**src/rtl/alu_mc_pkg.sv**
```systemverilog
`default_nettype none
// ============================================================================
//  Module      : alu_mc_pkg
//  Description : Shared function codes, state encoding and function-class
//                decode for the handshaked multi-cycle ALU.
//  Revision    : 1.0 - initial release
// ============================================================================
package alu_mc_pkg;

    // ALU_FUN codes
    localparam logic [3:0] FUN_ADD  = 4'd0;
    localparam logic [3:0] FUN_SUB  = 4'd1;
    localparam logic [3:0] FUN_MUL  = 4'd2;
    localparam logic [3:0] FUN_DIV  = 4'd3;
    localparam logic [3:0] FUN_AND  = 4'd4;
    localparam logic [3:0] FUN_OR   = 4'd5;
    localparam logic [3:0] FUN_NAND = 4'd6;
    localparam logic [3:0] FUN_NOR  = 4'd7;
    localparam logic [3:0] FUN_NOP  = 4'd8;
    localparam logic [3:0] FUN_EQ   = 4'd9;
    localparam logic [3:0] FUN_GT   = 4'd10;
    localparam logic [3:0] FUN_LT   = 4'd11;
    localparam logic [3:0] FUN_ASR  = 4'd12;
    localparam logic [3:0] FUN_LSL  = 4'd13;
    localparam logic [3:0] FUN_ROR  = 4'd14;
    localparam logic [3:0] FUN_ROL  = 4'd15;

    // Control state encoding
    localparam logic [0:0] IDLE = 1'b0;
    localparam logic [0:0] DIV  = 1'b1;

    // Bit positions inside the one-hot class vector
    localparam int CLS_ARITH = 0;
    localparam int CLS_LOGIC = 1;
    localparam int CLS_CMP   = 2;
    localparam int CLS_SHIFT = 3;

    // The two upper code bits select the class group directly.
    function automatic logic [3:0] fun_class(input logic [1:0] grp);
        logic [3:0] cls;
        cls      = 4'b0000;
        cls[grp] = 1'b1;
        return cls;
    endfunction

endpackage
`default_nettype wire

```
**src/rtl/alu_div_iter.sv**
```systemverilog
`default_nettype none
// ============================================================================
//  Module      : alu_div_iter
//  Description : Iterative signed divider. Restoring division on operand
//                magnitudes, one quotient bit per cycle for WIDTH cycles,
//                signs applied on the final iteration. Flags divide-by-zero
//                (combinationally, from the live divisor) and the
//                most-negative / -1 overflow case.
//  Revision    : 1.0 - initial release
// ============================================================================
module alu_div_iter #(
    parameter int WIDTH = 16
) (
    input  logic             clk,
    input  logic             rst,
    input  logic             i_start,
    input  logic [WIDTH-1:0] i_a,
    input  logic [WIDTH-1:0] i_b,
    output logic             o_dbz,
    output logic             o_done,
    output logic [WIDTH-1:0] o_quo,
    output logic [WIDTH-1:0] o_rem,
    output logic             o_ovf
);

    localparam int               c_CW   = (WIDTH > 1) ? $clog2(WIDTH) : 1;
    localparam logic [c_CW-1:0]  c_LAST = c_CW'(WIDTH - 1);
    localparam logic [WIDTH-1:0] c_MIN  = {1'b1, {(WIDTH-1){1'b0}}};

    logic             r_running;
    logic [c_CW-1:0]  r_cnt;
    logic [WIDTH-1:0] r_rem;
    logic [WIDTH-1:0] r_quo;
    logic [WIDTH-1:0] r_dvs;
    logic             r_neg_q;
    logic             r_neg_r;
    logic             r_ovf;

    logic [WIDTH-1:0] w_a_mag;
    logic [WIDTH-1:0] w_b_mag;
    logic [WIDTH:0]   w_shift;
    logic [WIDTH:0]   w_trial;
    logic             w_fits;
    logic [WIDTH-1:0] w_rem_nxt;
    logic [WIDTH-1:0] w_quo_nxt;

    // Magnitudes; the most-negative value maps onto itself, which is the
    // correct unsigned magnitude.
    assign w_a_mag = i_a[WIDTH-1] ? (-i_a) : i_a;
    assign w_b_mag = i_b[WIDTH-1] ? (-i_b) : i_b;

    // One restoring step: shift the next dividend bit into the partial
    // remainder and subtract the divisor if it fits.
    assign w_shift   = {r_rem, r_quo[WIDTH-1]};
    assign w_trial   = w_shift - {1'b0, r_dvs};
    assign w_fits    = ~w_trial[WIDTH];
    assign w_rem_nxt = w_fits ? w_trial[WIDTH-1:0] : w_shift[WIDTH-1:0];
    assign w_quo_nxt = {r_quo[WIDTH-2:0], w_fits};

    assign o_dbz  = (i_b == '0);
    assign o_done = r_running && (r_cnt == c_LAST);
    // Quotient truncates toward zero; remainder follows the dividend sign.
    assign o_quo  = r_neg_q ? (-w_quo_nxt) : w_quo_nxt;
    assign o_rem  = r_neg_r ? (-w_rem_nxt) : w_rem_nxt;
    assign o_ovf  = r_ovf;

    // Operand capture at start, then one iteration per cycle until done.
    always_ff @(posedge clk) begin
        if (rst) begin
            r_running <= 1'b0;
            r_cnt     <= '0;
            r_rem     <= '0;
            r_quo     <= '0;
            r_dvs     <= '0;
            r_neg_q   <= 1'b0;
            r_neg_r   <= 1'b0;
            r_ovf     <= 1'b0;
        end else if (i_start) begin
            r_running <= 1'b1;
            r_cnt     <= '0;
            r_rem     <= '0;
            r_quo     <= w_a_mag;
            r_dvs     <= w_b_mag;
            r_neg_q   <= i_a[WIDTH-1] ^ i_b[WIDTH-1];
            r_neg_r   <= i_a[WIDTH-1];
            r_ovf     <= (i_a == c_MIN) && (i_b == '1);
        end else if (r_running) begin
            r_rem <= w_rem_nxt;
            r_quo <= w_quo_nxt;
            r_cnt <= r_cnt + c_CW'(1);
            if (o_done) begin
                r_running <= 1'b0;
            end
        end
    end

endmodule
`default_nettype wire

```
**src/rtl/alu_mc_core.sv**
```systemverilog
`default_nettype none
// ============================================================================
//  Module      : alu_mc_core
//  Description : Handshaked 16-function ALU with a single-entry output
//                register. Single-cycle functions load the output at the
//                acceptance edge; signed divide runs WIDTH cycles in the
//                iterative divider while the block reports BUSY.
//  Revision    : 1.0 - initial release
// ============================================================================
module alu_mc_core #(
    parameter int WIDTH = 16,
    parameter int SHW   = $clog2(WIDTH)
) (
    input  logic                 CLK,
    input  logic                 RST,
    input  logic                 IN_VALID,
    output logic                 IN_READY,
    input  logic [WIDTH-1:0]     A,
    input  logic [WIDTH-1:0]     B,
    input  logic [3:0]           ALU_FUN,
    output logic                 OUT_VALID,
    input  logic                 OUT_READY,
    output logic [2*WIDTH-1:0]   RESULT,
    output logic                 CARRY_OUT,
    output logic                 OVF,
    output logic                 DIV_BY_ZERO,
    output logic                 ARITH_FLAG,
    output logic                 LOGIC_FLAG,
    output logic                 CMP_FLAG,
    output logic                 SHIFT_FLAG,
    output logic                 BUSY
);

    import alu_mc_pkg::*;

    localparam int c_W2 = 2 * WIDTH;

    logic [0:0]             r_state;
    logic [0:0]             w_state_nxt;
    logic                   r_out_valid;
    logic [c_W2-1:0]        r_result;
    logic                   r_carry;
    logic                   r_ovf;
    logic                   r_dbz;
    logic [3:0]             r_class;

    logic                   w_accept;
    logic                   w_div_start;
    logic                   w_div_dbz;
    logic                   w_div_done;
    logic [WIDTH-1:0]       w_div_quo;
    logic [WIDTH-1:0]       w_div_rem;
    logic                   w_div_ovf;

    logic signed [WIDTH:0]  w_sum;
    logic signed [WIDTH:0]  w_diff;
    logic signed [c_W2-1:0] w_a_ext;
    logic signed [c_W2-1:0] w_b_ext;
    logic signed [c_W2-1:0] w_prod;
    logic [SHW-1:0]         w_amt;
    logic [WIDTH-1:0]       w_asr;
    logic [WIDTH-1:0]       w_lsl;
    logic [WIDTH-1:0]       w_ror;
    logic [WIDTH-1:0]       w_rol;

    logic [c_W2-1:0]        w_res;
    logic                   w_cy;
    logic                   w_ov;
    logic                   w_dz;

    // ------------------------------------------------------------------
    // Handshake
    // ------------------------------------------------------------------
    assign IN_READY    = !RST && (r_state == IDLE) && (!r_out_valid || OUT_READY);
    assign w_accept    = IN_VALID && IN_READY;
    // Divide by zero bypasses the divider and completes in one cycle.
    assign w_div_start = w_accept && (ALU_FUN == FUN_DIV) && !w_div_dbz;

    assign OUT_VALID   = r_out_valid;
    assign RESULT      = r_result;
    assign CARRY_OUT   = r_carry;
    assign OVF         = r_ovf;
    assign DIV_BY_ZERO = r_dbz;
    assign ARITH_FLAG  = r_class[CLS_ARITH];
    assign LOGIC_FLAG  = r_class[CLS_LOGIC];
    assign CMP_FLAG    = r_class[CLS_CMP];
    assign SHIFT_FLAG  = r_class[CLS_SHIFT];
    assign BUSY        = (r_state == DIV);

    alu_div_iter #(
        .WIDTH (WIDTH)
    ) u_div (
        .clk     (CLK),
        .rst     (RST),
        .i_start (w_div_start),
        .i_a     (A),
        .i_b     (B),
        .o_dbz   (w_div_dbz),
        .o_done  (w_div_done),
        .o_quo   (w_div_quo),
        .o_rem   (w_div_rem),
        .o_ovf   (w_div_ovf)
    );

    // ------------------------------------------------------------------
    // Single-cycle datapath
    // ------------------------------------------------------------------
    assign w_sum   = {A[WIDTH-1], A} + {B[WIDTH-1], B};
    assign w_diff  = {A[WIDTH-1], A} - {B[WIDTH-1], B};
    assign w_a_ext = {{WIDTH{A[WIDTH-1]}}, A};
    assign w_b_ext = {{WIDTH{B[WIDTH-1]}}, B};
    assign w_prod  = w_a_ext * w_b_ext;
    assign w_amt   = B[SHW-1:0];
    assign w_asr   = $signed(A) >>> w_amt;
    assign w_lsl   = A << w_amt;
    // A shift by WIDTH yields zero, so amount 0 rotates to A unchanged.
    assign w_ror   = (A >> w_amt) | (A << (WIDTH - int'(w_amt)));
    assign w_rol   = (A << w_amt) | (A >> (WIDTH - int'(w_amt)));

    // Result and flag selection for every function that finishes in one cycle.
    always_comb begin
        w_res = '0;
        w_cy  = 1'b0;
        w_ov  = 1'b0;
        w_dz  = 1'b0;
        case (ALU_FUN)
            FUN_ADD: begin
                w_res = {{(WIDTH-1){w_sum[WIDTH]}}, w_sum};
                // Carry into the sign-extension bit is the unsigned carry out.
                w_cy  = w_sum[WIDTH] ^ A[WIDTH-1] ^ B[WIDTH-1];
                w_ov  = w_sum[WIDTH] ^ w_sum[WIDTH-1];
            end
            FUN_SUB: begin
                w_res = {{(WIDTH-1){w_diff[WIDTH]}}, w_diff};
                w_cy  = (A < B);
                w_ov  = w_diff[WIDTH] ^ w_diff[WIDTH-1];
            end
            FUN_MUL:  w_res = w_prod;
            FUN_DIV: begin
                w_res = {A, {WIDTH{1'b1}}};
                w_dz  = 1'b1;
            end
            FUN_AND:  w_res = {{WIDTH{1'b0}}, A & B};
            FUN_OR:   w_res = {{WIDTH{1'b0}}, A | B};
            FUN_NAND: w_res = {{WIDTH{1'b0}}, ~(A & B)};
            FUN_NOR:  w_res = {{WIDTH{1'b0}}, ~(A | B)};
            FUN_NOP:  w_res = '0;
            FUN_EQ:   w_res = {{(c_W2-1){1'b0}}, (A == B)};
            FUN_GT:   w_res = {{(c_W2-1){1'b0}}, ($signed(A) > $signed(B))};
            FUN_LT:   w_res = {{(c_W2-1){1'b0}}, ($signed(A) < $signed(B))};
            FUN_ASR:  w_res = {{WIDTH{1'b0}}, w_asr};
            FUN_LSL:  w_res = {{WIDTH{1'b0}}, w_lsl};
            FUN_ROR:  w_res = {{WIDTH{1'b0}}, w_ror};
            FUN_ROL:  w_res = {{WIDTH{1'b0}}, w_rol};
            default:  w_res = '0;
        endcase
    end

    // ------------------------------------------------------------------
    // Control FSM
    // ------------------------------------------------------------------
    // State register.
    always_ff @(posedge CLK) begin
        if (RST) begin
            r_state <= IDLE;
        end else begin
            r_state <= w_state_nxt;
        end
    end

    // Enter DIV on a real divide, leave when the divider finishes.
    always_comb begin
        w_state_nxt = r_state;
        case (r_state)
            IDLE:    if (w_div_start) w_state_nxt = DIV;
            DIV:     if (w_div_done)  w_state_nxt = IDLE;
            default: w_state_nxt = IDLE;
        endcase
    end

    // Output register: load on divide completion or single-cycle acceptance,
    // otherwise hold, dropping valid once the consumer has taken it.
    always_ff @(posedge CLK) begin
        if (RST) begin
            r_out_valid <= 1'b0;
            r_result    <= '0;
            r_carry     <= 1'b0;
            r_ovf       <= 1'b0;
            r_dbz       <= 1'b0;
            r_class     <= 4'b0000;
        end else if (w_div_done) begin
            r_out_valid <= 1'b1;
            r_result    <= {w_div_rem, w_div_quo};
            r_carry     <= 1'b0;
            r_ovf       <= w_div_ovf;
            r_dbz       <= 1'b0;
            r_class     <= fun_class(FUN_DIV[3:2]);
        end else if (w_accept && !w_div_start) begin
            r_out_valid <= 1'b1;
            r_result    <= w_res;
            r_carry     <= w_cy;
            r_ovf       <= w_ov;
            r_dbz       <= w_dz;
            r_class     <= fun_class(ALU_FUN[3:2]);
        end else if (OUT_READY) begin
            r_out_valid <= 1'b0;
        end
    end

endmodule
`default_nettype wire

```
**config.mk**
```make
export PLATFORM = sky130hd
export DESIGN_NAME = alu_mc_core
export DESIGN_NICKNAME = d
export VERILOG_FILES = /design/src/rtl/alu_mc_pkg.sv /design/src/rtl/alu_div_iter.sv /design/src/rtl/alu_mc_core.sv
export SDC_FILE = /design/constraint.sdc
export NUM_CORES = 1
export LEC_CHECK = 0
export BUFFER_PORTS_ARGS = -buffer_cell sky130_fd_sc_hd__buf_2
export CORE_UTILIZATION = 62
export CTS_CLUSTER_DIAMETER = 40
export DETAILED_ROUTE_END_ITERATION = 8
export PLACE_DENSITY = 0.85
export RECOVER_POWER = 50
export SYNTH_ARGS = -nofsm -noshare
export SYNTH_HDL_FRONTEND = slang
export SYNTH_HIERARCHICAL = 1
export SYNTH_SLANG_ARGS = --single-unit
```
**constraint.sdc**
```tcl
create_clock -name CLK -period 12 [get_ports CLK]
set_clock_uncertainty 0.1 [all_clocks]
set_input_delay 1.8 -clock CLK [delete_from_list [all_inputs] [get_ports CLK]]
set_output_delay 1.8 -clock CLK [all_outputs]
set_load 0.01 [all_outputs]
```
# [Yosys cells after proc, flatten, opt, wreduce, memory -nomap -nowiden]
# Cells that the tools add are included.
[word_totals] register_bits=97 out_inout_bits=42 in_bits=40
[classes] n_reduce_logical=21 n_lt_le_gt_ge=5 mux=27 add_sub_neg=9 multipliers=1 n_bitwise=13 shift=5 eq_ne=19
[ops] op="32-bit case mux with 16 select lines" count=1
[ops] op="16-bit 2-to-1 mux" count=7
[ops] op="32-bit 2-to-1 mux" count=2
[ops] op="16-bit negator" count=4
[ops] op="16-bit OR" count=3
[ops] op="4-bit equality test, second input constant" count=9
[ops] op="16-bit equality test, second input constant" count=2
[ops] op="16-bit < comparator" count=2
[ops] op="16-bit by 16-bit multiplier with 32-bit output" count=1
[ops] op="16-bit inverter" count=2
[ops] op="16-bit by 32-bit << shifter with 16-bit output" count=1
[ops] op="16-bit by 32-bit right shift with 16-bit output" count=1
[ops] op="16-bit by 16-bit adder with 17-bit output" count=1
[ops] op="16-bit by 16-bit subtractor with 17-bit output" count=1
[ops] op="17-bit by 16-bit subtractor with 17-bit output" count=1
[ops] op="16-bit bitwise AND" count=1
[ops] op="16-bit equality test" count=1
[ops] op="4-bit by 3-bit equality test with 1-bit output, second input constant" count=4
[ops] op="16-bit > comparator" count=1
[ops] op="16-bit logical NOT" count=1
[ops] op="16-bit by 4-bit << shifter with 16-bit output" count=1
[ops] op="16-bit by 4-bit right shift with 16-bit output" count=1
[ops] op="16-bit by 4-bit >>> shifter with 16-bit output" count=1
[ops] op="1-bit 2-to-1 mux" count=13
[ops] op="other kinds (17)" count=38

# [Depth between registers and ports, before layout]
# Gate-level depths: netlist of run 1.
[depth] depth_word=10 depth_mapped=26 depth_no_buf=23

# [Modules after synthesis]
# Netlist of run 1, hierarchy kept.
[by_module_without_submodules] module="alu_mc_core" area_each_um2=17046.3 instances=1 cells_each=2170
[by_module_without_submodules] module="alu_div_iter" area_each_um2=4526.8 instances=1 cells_each=576

# [Worst setup path after synthesis of run 1]
# Ideal clock, no wire load.
[synth_timing] kind="input to register" start="in B[2]" end="reg r_result[27], in the netlist RESULT[27]" arrival_time_ps=8273 stages=25 t_required_ps=11768 slack_ps=3495 cell_sequence="buf_2 -> buf_2 -> buf_1 -> buf_1 -> clkbuf_1 -> nand2_1 -> fa_1 -> fa_1 -> fa_1 -> inv_1 -> fa_1 -> fa_1 -> inv_1 -> fa_1 -> inv_1 -> ha_1 -> a21o_1 -> a31o_2 -> a21oi_1 -> o21ai_1 -> a41oi_1 -> o31ai_1 -> xnor2_1 -> a221oi_1 -> nor3_1"
[synth_between] elab_chain_cells=6
[synth_lines] item="start: declaration" line="alu_mc_core.sv:19" text="input logic [WIDTH-1:0] B,"
[synth_lines] item="parallel branches: the longest is 6 deep, another holds 16-bit by 16-bit multiplier with 32-bit output"
[synth_lines] item="end signal: assignment" line="alu_mc_core.sv:193" text="r_result <= {w_div_rem, w_div_quo};"
[synth_lines] item="end signal: assignment" line="alu_mc_core.sv:200" text="r_result <= w_res;"
[synth_lines] item="end: declaration" line="alu_mc_core.sv:41" text="logic [c_W2-1:0] r_result;"
# Several ways; the timed one is not identified. The select of a mux whose other input is x is not followed.
# A chain may end at the register's enable or synchronous reset.

# [Worst setup path in the final report of run 1]
[layout_timing] start="in A[15]" end="reg r_result[31], in the netlist RESULT[31]"
[layout_between] elab_chain_cells=4
[layout_lines] item="start: declaration" line="alu_mc_core.sv:18" text="input logic [WIDTH-1:0] A,"
[layout_lines] item="16-bit by 16-bit multiplier with 32-bit output (tied with other cells)" line="alu_mc_core.sv:112" text="assign w_prod = w_a_ext * w_b_ext;"
[layout_lines] item="32-bit case mux with 16 select lines *" line="alu_mc_core.sv:126" text="case (ALU_FUN)"
[layout_lines] item="32-bit 2-to-1 mux *" line="alu_mc_core.sv:198" text="end else if (w_accept && !w_div_start) begin"
[layout_lines] item="32-bit 2-to-1 mux *" line="alu_mc_core.sv:191" text="end else if (w_div_done) begin"
# Mark *: on every way between the ends. The rest lies on a longest branch, timed or not. The select of a mux whose other input is x is not followed.

==> results of run 1 <==
where the power goes:
group	leakage (nW)	switching (W)	internal [W]	total (W)
clock	0.154	0.000152	0.000169	0.000321
sequential	0.788	0.0000157	0.000338	0.000353
combinational	9.15	0.00342	0.00220	0.00562
layout make-up:
cell class              count  area, sq um
fillers                  2910        11400
flip-flops and latches     97         1940
clock buffers               9          225
multi-input cells        2112        17600
well taps                 448          561
repair buffers            113          586
clock inverters             7         96.3
inverters                 383         1440
cells by family (layout without fill, tap and decap cells):
kind of cell / count (synthesis) / after routing / synth area share
buffers and inverters: 537 / 512 / 0.0966
DFF: 97 / 97 / 0.0900
adders and majority gates: 421 / 421 / 0.336
and+or+nand+nor: 843 / 843 / 0.174
xor gates and xnor gates: 139 / 139 / 0.0564
AOI/OAI and AO/OA: 614 / 614 / 0.188
muxes: 95 / 95 / 0.0581
flip-flops by register name (all words and copies together) (netlist names), 4 cells and up:
name,cells
u_div/r_quo,16
u_div/r_dvs,16
u_div/r_rem,16
r_class,4
u_div/r_cnt,4
RESULT,32
layout by cell type (no fill, tap or decap), types with 10 or more instances in the layout:
master,count
buf_2,39
nor2_1,327
o21a_1,14
nand2_1,263
nor2b_1,35
ha_1,156
o22ai_1,23
mux2_2,22
o41ai_1,10
nand2b_1,20
a21oi_1,136
a21o_1,26
mux4_2,21
o211ai_1,15
dfxtp_1,96
a221oi_1,16
inv_1,373
nand4_1,12
fa_1,265
xnor2_1,77
nor4_1,10
o21ai_0,135
o31ai_1,15
buf_4,30
a31oi_1,18
clkbuf_1,44
nor3_1,69
mux2i_1,51
or3_1,13
nand3_1,32
a211oi_1,84
xor2_1,60
path summary, 6_finish.rpt:
path / slack, ns / endpoint / start
setup reg to reg: 6.93 / RESULT[28] / u_div/r_quo[15]
hold reg to reg: 0.39 / u_div/r_dvs[4] / u_div/r_dvs[4]
setup / recovery: 2.64 / RESULT[31] / A[15]
hold / removal: 0.39 / u_div/r_dvs[4] / u_div/r_dvs[4]
metal layers:
| layer | wire length [microns] | GRT usage | vias up |
|---|---|---|---|
| met4 | 4950 | 0.235 | 2 |
| met5 | 16 | 0 | - |
| met3 | 11500 | 0.129 | 368 |
| met2 | 35300 | 0.701 | 1637 |
| met1 | 31600 | 0.630 | 10300 |
| li1 | - | - | 9179 |
through the flow:
stage          cells  hold WS (ns)  setup slack [ns]  power (W)  utilization
2_1_floorplan   2746         0.325              3.50    0.00434            -
3_5_place_dp    3153         0.367              2.58    0.00578        0.655
3_3_place_gp    3153         0.357              2.73    0.00561        0.655
5_1_grt         3169         0.409              2.56    0.00676        0.662
6_report        3169         0.395              2.64    0.00630        0.662
4_1_cts         3169         0.385              2.94    0.00612        0.664
worst reg2reg max path: cells and delay by family (launching register included):
family,cells,cell delay [ns]
AO/OA/AOI/OAI,7,1.92
adder cells (fa/ha/maj),3,0.93
AND/OR/NAND/NOR,6,0.77
buffers and inverters,3,0.70
flip-flops,1,0.40
XOR/XNOR,1,0.20
==> impl_metrics.env, run 1 <==
export IMPL_worst_path_buf_inv=5
export IMPL_dieArea_sq_um=35500
export IMPL_ys_warn_count=6
export IMPL_start_util=0.637
export IMPL_cts_sinks=97
export IMPL_cts_setup_buffers=0
export IMPL_cts_hold_buffers=0
export IMPL_synthToLayoutAreaGrowth_pct=3.95
export IMPL_synth_top_area_cell="fa_1"
export IMPL_cp_num_cells=22
export IMPL_slew_headroom=-0.839
export IMPL_routed_wl_microns=83400
export IMPL_crit_family="adder cells"
export IMPL_cp_cell_sequence="buf_2 -> buf_4 -> inv_1 -> nor2_1 -> fa_1 -> fa_1 -> fa_1 -> fa_1 -> fa_1 -> inv_1 -> fa_1 -> inv_1 -> ha_1 -> a21o_1 -> a21o_1 -> a21oi_1 -> nor3_1 -> a21oi_1 -> o211ai_1 -> a21oi_1 -> xnor2_1 -> a31o_2"
export IMPL_gp_congestion=1.08
export IMPL_globalRouteTotalUtil=0.471
export IMPL_grt_pass1_wl_microns=126000
export IMPL_dp_hpwl_microns=62300
export IMPL_fin_crit_sh=0.780
export IMPL_endpoint_kind="register"
export IMPL_dr_pass1_iters=6
export IMPL_htreeDepth=3
export IMPL_vias_per_cell=6.79
export IMPL_grt_pass1_vias=21000
export IMPL_maxCapViolations=2
export IMPL_portBuffers=81
export IMPL_synth_flop_cell="dfxtp_1"
export IMPL_cts_max_path_buffers=2
export IMPL_coreArea_sq_um=33900
export IMPL_cp_start_kind="input pin"
export IMPL_critPathRequiredTime_ns=12.15
export IMPL_max_freq_ghz=0.107
export IMPL_min_period_ns=9.36
export IMPL_setup_viol=0
export IMPL_stdcell_area_sq_um=22400
export IMPL_gr_total_overflow=0
export IMPL_peakVddDrop_mv=0.362
export IMPL_antenna_cells=0
export IMPL_syn_num_nets=3207
export IMPL_synthCells=2746
export IMPL_clockRootBuffer="clkbuf_16"
export IMPL_cts_resized=0
export IMPL_ff2ff_path_depth=20
export IMPL_min_delay_path_depth=2
export IMPL_ant_nets=0
export IMPL_synthTopCellsByCount="inv_1 (373), nor2_1 (329), fa_1 (265)"
export IMPL_critPathArrivalTime_ns=9.52
export IMPL_synth_area_leaders="fa_1 (25%), ha_1 (9.0%), dfxtp_1 (9.0%), inv_1 (6.5%), nor2_1 (5.7%)"
export IMPL_synth_edf_count=0
export IMPL_drt_iter0_drc=2940
export IMPL_run_status="finished, violations left"
export IMPL_slew_violations=103
export IMPL_grt_max_degree=71
export IMPL_die_y_microns=189
export IMPL_synth_cell_types=98
export IMPL_synth_top_cell_area_share=0.246
export IMPL_cts_made_buffers=9
export IMPL_ys_async_sr_fraction=0
export IMPL_placed_cell_area_sq_um=22200
export IMPL_vias=21500
export IMPL_post_synth_top_count_cell="inv_1"
export IMPL_synth_avg_cell_area_sq_um=7.86
export IMPL_fp_row_count=67
export IMPL_antenna_found_initial=1
export IMPL_cellPowerDensity_nw_per_um2=281
export IMPL_ios=82
export IMPL_clk_pin_slew_worst_paths_ns=0.08
export IMPL_min_path_type="reg -> reg"
export IMPL_violations="capacitance limit, slew limit"
export IMPL_cp_common_cell="fa_1"
export IMPL_cp_max_fo=49
export IMPL_p_leak_nw=10.1
export IMPL_netlist_area_sq_um=21600
export IMPL_layout_nets=3177
export IMPL_slowest_stage="fa_1"
export IMPL_cp_slowest_stage_delay_ns=0.95
export IMPL_wl_per_cell_microns=26.3
export IMPL_synth_seq_area_share=0.0900
export IMPL_ys_ff_latch=97
export IMPL_layout_drive_gt1_share=0.0614
export IMPL_cts_tree="built"
export IMPL_insertion_delay_ns=0.37
export IMPL_rsz0062_at_grt="false"
export IMPL_die_w_microns=189
export IMPL_crit_type="in -> reg"
export IMPL_tns_ns=0
export IMPL_drc=0
export IMPL_tightest_slew_ns=2.76
export IMPL_hold_viol_final=0
(Power assumes the default switching activity.)
==> run 2: changes to the inputs <==
--- a/config.mk
+++ b/config.mk
@@ -6,7 +6,7 @@
 export NUM_CORES = 1
 export LEC_CHECK = 0
 export BUFFER_PORTS_ARGS = -buffer_cell sky130_fd_sc_hd__buf_2
-export CORE_UTILIZATION = 62
+export CORE_UTILIZATION = 59
 export CTS_CLUSTER_DIAMETER = 40
 export DETAILED_ROUTE_END_ITERATION = 8
 export PLACE_DENSITY = 0.85
==> constraint.sdc (replaced) <==
create_clock -name CLK -period 7.9 [get_ports CLK]
set_clock_uncertainty 0.1 [all_clocks]
set_input_delay 1.185 -clock CLK [delete_from_list [all_inputs] [get_ports CLK]]
set_output_delay 1.185 -clock CLK [all_outputs]
set_load 0.01 [all_outputs]
==> impl_metrics.env, run 2 (synthesized netlist as in run 1, its figures left out) <==
export IMPL_run_status="finished, violations left"
export IMPL_violations="DRC, capacitance limit, slew limit"
export IMPL_vias_per_cell=6.72
export IMPL_cellPowerDensity_nw_per_um2=427
export IMPL_grt_max_degree=72
export IMPL_die_y_microns=193
export IMPL_peakVddDrop_mv=0.669
export IMPL_critPathArrivalTime_ns=7.61
export IMPL_cts_tree="built"
export IMPL_cts_setup_buffers=0
export IMPL_ios=82
export IMPL_layout_drive_gt1_share=0.0853
export IMPL_grt_pass1_wl_microns=132000
export IMPL_hp_start="u_div/r_dvs[14]"
export IMPL_endpoint_kind="register"
export IMPL_drc=7
export IMPL_htreeDepth=3
export IMPL_dieArea_sq_um=37300
export IMPL_start_util=0.604
export IMPL_coreArea_sq_um=35700
export IMPL_ant_nets=0
export IMPL_cts_resized=0
export IMPL_met1_usage=0.614
export IMPL_cp_start_kind="input pin"
export IMPL_layout_common_cells="inv_1 (373), nor2_1 (327), fa_1 (265), nand2_1 (263), ha_1 (156)"
export IMPL_busiest_layer="met2"
export IMPL_antenna_found_initial=2
export IMPL_maxCapViolations=2
export IMPL_cts_max_path_buffers=2
export IMPL_cp_slowest_stage_delay_ns=2.03
export IMPL_clockRootBuffer="clkbuf_16"
export IMPL_gr_total_overflow=0
export IMPL_gp_congestion=1.11
export IMPL_routed_wl_microns=87200
export IMPL_min_path_type="reg -> reg"
export IMPL_cp_cell_sequence="buf_2 -> clkbuf_1 -> nor2_1 -> nand2_1 -> or3_1 -> or2_2 -> nor3_1 -> nor3_2 -> clkbuf_1 -> or2_2 -> o32ai_1"
export IMPL_worst_path_buf_inv=3
export IMPL_max_freq_ghz=0.133
export IMPL_hold_viol_final=0
export IMPL_final_common_cell="inv_1"
export IMPL_fp_row_count=69
export IMPL_p_leak_nw=10.4
export IMPL_setup_viol=0
export IMPL_synthToLayoutAreaGrowth_pct=6.44
export IMPL_cp_max_fo=64
export IMPL_grt_pass1_vias=21600
export IMPL_fin_crit_sh=0.949
export IMPL_stdcell_count=3254
export IMPL_drt_iter0_drc=3216
export IMPL_ff2ff_path_depth=20
export IMPL_clk_pin_slew_worst_paths_ns=0.08
export IMPL_tightest_slew_ns=2.84
export IMPL_gr_usage_met2=0.683
export IMPL_use_met3=0.125
export IMPL_wl_per_cell_microns=26.8
export IMPL_cts_made_buffers=9
export IMPL_insertion_delay_ns=0.36
export IMPL_rsz0062_at_grt="false"
export IMPL_dpl_cell_count=3236
export IMPL_globalRouteTotalUtil=0.466
export IMPL_vias=21900
export IMPL_r2r_end="RESULT[28]"
export IMPL_portBuffers=81
export IMPL_cts_hold_buffers=0
export IMPL_reg2reg_from="u_div/r_quo[15]"
export IMPL_slew_headroom=-0.894
export IMPL_crit_family="buffers and inverters"
export IMPL_largest_reg_flops=32
export IMPL_slowest_stage="clkbuf_1"
export IMPL_layout_nets=3247
export IMPL_min_delay_path_depth=2
export IMPL_critPathRequiredTime_ns=8.02
export IMPL_slew_violations=102
export IMPL_rrSetupSlack_ns=2.64
export IMPL_dr_pass1_iters=9
export IMPL_tns_ns=0
export IMPL_dp_hpwl_microns=67900
export IMPL_cts_sinks=97
export IMPL_die_w_microns=193
export IMPL_min_period_ns=7.50
export IMPL_hold_end="u_div/r_dvs[14]"
export IMPL_crit_type="in -> reg"
==> run 2: worst reg2reg max path: cells and delay by family, from the launching register on <==
family	cells	cell delay, ns
simple gates	6	0.77
buf+inv	3	0.70
fa+ha+maj	3	0.91
flops	1	0.41
compound gates	7	1.99
xor+xnor	1	0.32
==> run 2: worst max-delay path by stage <==
stage,cells after the start,slack (ns),start,endpoint
after floorplan,25,0.01,B[2],RESULT[27]
after global placement,23,0.33,B[5],RESULT[27]
after detailed placement,23,0.23,B[5],RESULT[27]
after CTS,23,0.62,B[5],RESULT[27]
after global routing,23,0.20,B[5],RESULT[27]
final,11,0.40,B[2],u_div/r_dvs[15]
==> run 2: where the power goes <==
part / leakage, nW / internal, W / switching [W] / total, W
registers: 0.788 / 0.000513 / 0.0000234 / 0.000536
logic: 9.49 / 0.00346 / 0.00537 / 0.00883
clock network: 0.148 / 0.000225 / 0.000222 / 0.000447
==> run 2: per-stage QoR <==
stage	setup slack (ns)	instance area (sq um)	utilization	total power (W)	hold WS [ns]
floorplan	0.0104	21600	-	0.00660	0.325
global placement	0.329	22700	0.636	0.00870	0.346
detailed placement	0.230	22700	0.636	0.00899	0.351
CTS	0.618	23000	0.644	0.00949	0.385
global route	0.202	23000	0.642	0.0106	0.414
finish	0.404	23000	0.642	0.00981	0.391
==> run 2: final cells by class <==
cell class / instances / area (sq um)
clock inverter: 7 / 78.8
timing repair buffer: 183 / 1110
tap: 461 / 577
multi-input combinational: 2112 / 17600
antenna: 2 / 5.00
fill: 3089 / 12800
clock buffer: 9 / 225
inverter: 383 / 1440
sequential: 97 / 1940
==> run 2: metal layers <==
metal | wire length (microns) | part of all wire | up-vias
met5 | 0 | 0 | -
met4 | 6290 | 0.072 | 0
met3 | 12200 | 0.14 | 365
met2 | 36100 | 0.41 | 1633
met1 | 32500 | 0.37 | 10500
li1 | - | - | 9327
